File: config.mk
export PLATFORM = sky130hd
export DESIGN_NAME = imem_load_arbiter
export DESIGN_NICKNAME = d
export VERILOG_FILES = /design/src/rtl/imem_load_arbiter.sv
export SDC_FILE = /design/constraint.sdc
export NUM_CORES = 1
export LEC_CHECK = 0
export CAP_MARGIN = 20
export CORE_MARGIN = 5
export CORE_UTILIZATION = 54
export CTS_CLUSTER_DIAMETER = 60
export CTS_CLUSTER_SIZE = 10
export DETAILED_ROUTE_END_ITERATION = 8
export GPL_TIMING_DRIVEN = 1
export PLACE_DENSITY_LB_ADDON = 0.12
export RECOVER_POWER = 25
export SKIP_CTS_REPAIR_TIMING = 1
export SLEW_MARGIN = 20
export SYNTH_ARGS = -nofsm -noshare
export SYNTH_HDL_FRONTEND = slang
export SYNTH_SLANG_ARGS = --single-unit
File: constraint.sdc
create_clock -name clk -period 5.5 [get_ports clk]
set_clock_uncertainty 0.15 [all_clocks]
set_input_delay 1.65 -clock clk [delete_from_list [all_inputs] [get_ports clk]]
set_output_delay 1.65 -clock clk [all_outputs]
set_load 0.02 [all_outputs]
File: src/rtl/imem_load_arbiter.sv
// Instruction-memory load arbiter: the host streams a program into a register store,
// then the CPU is released from reset and fetches from that store until halted.
module imem_load_arbiter #(
    parameter int INSTR_W = 8,
    parameter int DEPTH   = 16
) (
    input  logic               clk,
    input  logic               reset,
    input  logic               host_valid,
    output logic               host_ready,
    input  logic [3:0]         host_addr,
    input  logic [INSTR_W-1:0] host_data,
    input  logic               host_last,
    input  logic               start,
    input  logic               stop,
    input  logic [3:0]         cpu_addr,
    output logic [INSTR_W-1:0] cpu_instr,
    output logic               cpu_reset,
    output logic [1:0]         state_out,
    output logic [4:0]         load_count,
    output logic               loaded
);

    typedef enum logic [1:0] {
        IDLE = 2'd0,
        LOAD = 2'd1,
        RUN  = 2'd2
    } state_e;

    localparam logic [4:0] CNT_MAX = 5'd16;

    state_e                          state_q, state_d;
    logic [4:0]                      cnt_q, cnt_d;
    logic                            loaded_q, loaded_d;
    logic [DEPTH-1:0][INSTR_W-1:0]   mem_q;
    logic                            beat;

    // Accept only outside RUN; a beat in RUN is invisible to every register.
    assign host_ready = (state_q != RUN);
    assign beat       = host_valid && host_ready;

    always_comb begin
        state_d  = state_q;
        cnt_d    = cnt_q;
        loaded_d = loaded_q;
        case (state_q)
            IDLE: begin
                // A beat starts a new load and wins over start, which is dropped.
                if (beat) begin
                    cnt_d    = 5'd1;
                    loaded_d = host_last;
                    state_d  = host_last ? IDLE : LOAD;
                end else if (start && loaded_q) begin
                    state_d = RUN;
                end
            end
            LOAD: begin
                if (beat) begin
                    if (cnt_q != CNT_MAX) cnt_d = cnt_q + 5'd1;
                    if (host_last) begin
                        loaded_d = 1'b1;
                        state_d  = IDLE;
                    end
                end
            end
            RUN: begin
                if (stop) state_d = IDLE;
            end
            default: state_d = IDLE;
        endcase
    end

    always_ff @(posedge clk or posedge reset) begin
        if (reset) begin
            state_q  <= IDLE;
            cnt_q    <= 5'd0;
            loaded_q <= 1'b0;
        end else begin
            state_q  <= state_d;
            cnt_q    <= cnt_d;
            loaded_q <= loaded_d;
        end
    end

    always_ff @(posedge clk or posedge reset) begin
        if (reset) begin
            for (int i = 0; i < DEPTH; i++) mem_q[i] <= '0;
        end else if (beat) begin
            mem_q[host_addr] <= host_data;
        end
    end

    // cpu_reset and cpu_instr decode straight from the state register so they follow
    // an asynchronous reset with no clock and rise in the cycle RUN is left.
    assign cpu_reset  = (state_q != RUN);
    assign cpu_instr  = (state_q == RUN) ? mem_q[cpu_addr] : '0;
    assign state_out  = state_q;
    assign load_count = cnt_q;
    assign loaded     = loaded_q;

endmodule

==> results.cfg, run 1 <==
[finish]
layout_commonest_cell = dfrtp_1
fin_nets = 503
syn_to_final_growth_pct = 18.9
n_fill_cell = 833
stdcell_count = 635
insertedDiodeCount = 0
drive_gt1_share_pct = 45.5
layout_common_cells = 136 x dfrtp_1, 126 x mux2_2, 31 x clkdlybuf4s50_1

[route]
drtPass1Iterations = 4
vias = 3702
ant_nets = 0
wl_per_cell_um = 21.0
vias_per_cell = 5.83
wirelength_mm = 13.4
route.detailed.drc = 0
drtIter0Drc = 141

[placement]
numPortBuffers = 39
finalWeightedCongestion = 0.773
dpl.hpwl_mm = 9.21
dpl.cell_count = 603

[synth]
ys.flop_type = dfrtp_1
syn_nets = 450
ys_ff_latch = 136
synth_edf_count = 0
synth.avg_cell_area_sq_um = 15.1
synthArstFlopShare_pct = 100
synthesis.area_sq_um = 6430
yosysUniqueCellTypes = 41
synth_warnings = 0
syn_inst = 426
yosysSeqAreaShare_pct = 52.9

[grt]
overflow = 0
track_usage_pct = 21.3
first_global_vias = 4096
grt_pass1_wl_mm = 22.9
grt_max_degree = 50
antenna_found_initial = 0

[critical_path]
critical_path.cell_chain = clkdlybuf4s50_1 -> buf_12 -> mux4_2 -> mux2i_1 -> o21ai_0 -> clkdlybuf4s50_1
r2r_start = state_out[0]$_DFFE_PP0P_
path_class = primary input to output pin
arrival_ps = 3620
cpPeakStageDelay_ps = 550
worst_setup_path_end_kind = output pin
crit_family = buffers and inverters
crit_path_start = cpu_addr[1]
cp.required_ps = 3700
cp_slowest_cell = clkdlybuf4s50_1
path_buf_inv = 3
critPathLaunchType = primary input
path_common_cell = clkdlybuf4s50_1
worst-path-max-fanout = 13

[min_path]
hold_path.class = register to register
worstHoldStart = mem_q[96]$_DFFE_PP0P_

[floorplan]
core-area_sq_um = 11600
start_util_pct = 55.6
fp.dieArea_sq_um = 14200
num_io_pins = 40
rows = 39
die_h_um = 119
die_x_um = 119

[clock_tree]
cts_buffers = 17
clockBufferDepth = 2
clk_pin_slew_worst_paths_ps = 60
insertion_delay_ps = 420
cts_tree = built
htreeDepth = 4
ctsRootBufferMaster = clkbuf_16
clock_sinks = 136

[sta]
maxSlewViolCount = 50
fmax_mhz = 185
slew_headroom_pct = -39.8
finalHoldViolations = 0
setup_viol = 0
period_needed_ps = 5420
timing.final.crit_share_pct = 98.5
worstMarginPinSlew_ps = 2090

[outcome]
status = finished, violations left
violations = max-capacitance violations, max-slew violations

[power]
ir_drop_v = 0.000268
p_leak_nw = 3.38
power_mw = 3.04
powerDensity_nw_per_um2 = 397

[flow_run]
maxCapViolCount = 1
[final cells by class]
cell class / count / area [sq um] / share of cell area [%]
inverter: 7 / 27.5 / 0.360
clock buffer: 23 / 478 / 6.25
multi-input combinational: 260 / 2890 / 37.7
sequential: 136 / 3400 / 44.5
timing repair buffer: 57 / 579 / 7.57
tap: 143 / 179 / 2.34
clock inverter: 9 / 97.6 / 1.28
[per-stage QoR]
| step | worst slack [ps] | util (%) | TNS, ps | hold WS (ps) | area (sq um) |
|---|---|---|---|---|---|
| finish | 84.0 | 66.2 | 0 | 346 | 7650 |
| global route | -2.49 | 66.2 | -2.49 | 359 | 7650 |
| CTS | -137 | 66.0 | -588 | 348 | 7630 |
| detailed placement | -140 | 61.0 | -614 | 336 | 7050 |
| global placement | -126 | 61.0 | -563 | 319 | 7050 |
| floorplan | 60.5 | - | 0 | 309 | 6430 |
[logic make-up (layout without fill, tap and decap cells)]
group | after synthesis | count (layout) | synth area share [%]
buffers and inverters | 30 | 96 | 2.49
multiplexers | 169 | 169 | 33.8
XOR/XNOR | 1 | 1 | 0.136
flip-flops | 136 | 136 | 52.9
AND/OR/NAND/NOR | 59 | 59 | 7.02
AO/OA/AOI/OAI | 29 | 29 | 3.23
adder cells (fa/ha/maj) | 2 | 2 | 0.389
[sequential cells by signal (all words and copies together) (netlist names)]
signal      flops
state_out       2
loaded          1
mem_q         128
load_count      5
[power by group]
part / internal [mW] / switching, mW
Sequential: 1.24 / 0.130
Clock: 0.697 / 0.404
Combinational: 0.343 / 0.224
[path summary, 6_finish.rpt]
kind,depth (start not counted),slack (ps),endpoint
min in group asynchronous,2,2080,mem_q[109]$_DFFE_PP0P_
hold / removal,1,350,mem_q[96]$_DFFE_PP0P_
setup / recovery,6,80,cpu_instr[7]
setup reg to reg,4,3180,mem_q[119]$_DFFE_PP0P_
hold reg to reg,1,350,mem_q[96]$_DFFE_PP0P_
max in group asynchronous,3,1120,mem_q[97]$_DFFE_PP0P_
[routing by layer]
| metal | vias up | track usage (%) | share of wire (%) |
|---|---|---|---|
| met3 | 25 | 5.12 | 2.8 |
| met1 | 1929 | 29.6 | 46 |
| li1 | 1696 | - | - |
| met4 | 0 | 8.62 | 2.6 |
| met2 | 52 | 32.3 | 48 |
| met5 | - | 0 | 0 |
[synthesized netlist by cell type (2+ instances only)]
cell type	instances	area share [%]
nor2b_1	2	0.19
nor3_1	3	0.23
ha_1	2	0.39
mux2_1	2	0.35
nand3_1	6	0.47
mux2i_1	15	2.3
nand2b_1	3	0.29
and2_1	2	0.19
buf_6	2	0.35
nor3_4	3	0.76
a22oi_1	16	1.9
nand4b_4	2	0.74
nor2_2	9	0.88
dfrtp_1	136	53
buf_4	7	0.82
o21ai_0	6	0.47
inv_1	7	0.41
mux4_2	26	9.1
mux2_2	126	22
nor2_1	10	0.58
nand3b_4	2	0.62
buf_2	2	0.16
nand2_1	8	0.47
clkbuf_1	11	0.64
nor3b_1	2	0.23
Power figures use the tool's default switching activity.
==> inputs of run 2 (changes only) <==
CORE_UTILIZATION = 59   (was 54)
SLEW_MARGIN = 0   (was 20)
clock period = 5.3 ns   (was 5.5 ns; I/O delays follow)
==> run 2 against run 1 <==
Against the previous run:
- the run still ends with max-capacitance violations, max-slew violations left
- first-iteration DRC count is 85% higher
- non-clock buffer count decreased by 2
- largest cell class unchanged
- highest routed layer unchanged
- wire length increased by 4.4%
==> results.cfg, run 2 (synthesis results as in run 1) <==
[sta]
setup_viol = 0
hold-worst-slack_ps = 343
finalHoldViolations = 0
slew_headroom_pct = -20.7
fmax_mhz = 197
rsz0062_at_grt = false
period_needed_ps = 5070
timing.final.crit_share_pct = 95.7
maxSlewViolCount = 112
worstMarginPinSlew_ps = 1800
tns_ps = 0

[finish]
fin_nets = 501
syn_to_final_growth_pct = 19.0
insertedDiodeCount = 0
layout_common_cells = 136 x dfrtp_1, 126 x mux2_2, 28 x clkdlybuf4s50_1
fin_util_pct = 71.3
drive_gt1_share_pct = 45.0
n_fill_cell = 728
top_register = mem_q
largest_reg_flops = 128
layout_commonest_cell = dfrtp_1

[floorplan]
num_io_pins = 40
start_util_pct = 59.9
core-area_sq_um = 10700
fp.dieArea_sq_um = 13100
rows = 38
die_h_um = 114
die_x_um = 114

[placement]
numPortBuffers = 39
finalWeightedCongestion = 0.830
dpl.hpwl_mm = 9.38

[min_path]
hold_path.class = register to register
holdPathEnd = mem_q[100]$_DFFE_PP0P_
worstHoldStart = mem_q[100]$_DFFE_PP0P_
min_path_cells = 1

[flow_run]
maxCapViolCount = 2

[critical_path]
rrSetupSlack_ps = 2980
cp.required_ps = 3560
arrival_ps = 3330
path_class = primary input to output pin
rr_endpoint = mem_q[117]$_DFFE_PP0P_
critPathLaunchType = primary input
r2r_start = state_out[0]$_DFFE_PP0P_
worst_setup_path_end_kind = output pin
worst-path-max-fanout = 10
r2r_cells = 4

[clock_tree]
clk_pin_slew_worst_paths_ps = 60
clock_sinks = 136
cts_buffers = 17
clockBufferDepth = 2
htreeDepth = 4
ctsRootBufferMaster = clkbuf_8
cts_tree = built
insertion_delay_ps = 530

[power]
powerDensity_nw_per_um2 = 419
ir_drop_v = 0.000281
p_leak_nw = 3.44

[route]
route.detailed.drc = 0
wl_per_cell_um = 22.2
vias_per_cell = 6.07
wirelength_mm = 13.9
ant_nets = 0
vias = 3817
drtPass1Iterations = 4
drtIter0Drc = 261

[grt]
grt_max_degree = 68
first_global_vias = 4178
track_usage_pct = 23.3
overflow = 0
grt_pass1_wl_mm = 22.8
antenna_found_initial = 0

[outcome]
violations = max-capacitance violations, max-slew violations
status = finished, violations left
-- run 2: report_power, final --
group | internal, mW | leakage (nW) | total (mW) | switching (mW)
combinational | 0.356 | 1.47 | 0.588 | 0.232
sequential | 1.29 | 1.67 | 1.44 | 0.148
clock | 0.762 | 0.298 | 1.18 | 0.419
total | 2.41 | 3.44 | 3.21 | 0.799
-- run 2: area by class of cell --
cell class                      instances  area [sq um]  area share, %
Sequential cell                       136          3400           44.4
Multi-Input combinational cell        260          2870           37.5
Timing Repair Buffer                   55           586           7.65
Clock buffer                           23           477           6.23
Tap cell                              140           175           2.29
Clock inverter                          8           119           1.55
Inverter                                7          27.5          0.359
-- run 2: worst max-delay path by stage --
stage               slack (ps)         from  cells past startpoint            to
finish                     230  cpu_addr[1]                      7  cpu_instr[3]
global route               170  cpu_addr[1]                      6  cpu_instr[5]
CTS                        -80  cpu_addr[1]                      7  cpu_instr[3]
detailed placement         -80  cpu_addr[1]                      7  cpu_instr[3]
global placement           -80  cpu_addr[1]                      8  cpu_instr[0]
floorplan                  740  cpu_addr[0]                      5  cpu_instr[1]
-- run 2: stage by stage --
step	instances	power, mW	setup WS, ps	area (sq um)
floorplan	426	1.84	736	6440
CTS	629	3.23	-81.1	7650
global placement	598	2.00	-80.7	7060
global route	629	3.35	172	7660
detailed placement	598	2.04	-76.5	7060
finish	629	3.21	230	7660
-- run 2: critical path, cell delays in order --
cell and delay [ps]:
clkdlybuf4s50_1 510, buf_12 140, buf_4 210, mux4_2 310, a22oi_1 240, nand2_1 100, dlymetal6s2s_1 220
-- run 2: layer usage --
layer / vias to the layer above / wire (um) / GRT usage [%]
met4: 0 / 228 / 7.84
met1: 2014 / 6090 / 30.2
met5: - / 0 / 0
met3: 20 / 577 / 6.77
met2: 83 / 7050 / 37.9
li1: 1700 / - / -
==> inputs of run 3 (changes only) <==
CTS_CLUSTER_DIAMETER = unset   (was 60)
==> results of run 3 <==
No change in the layout: final DEF, timing and power equal those of run 2.
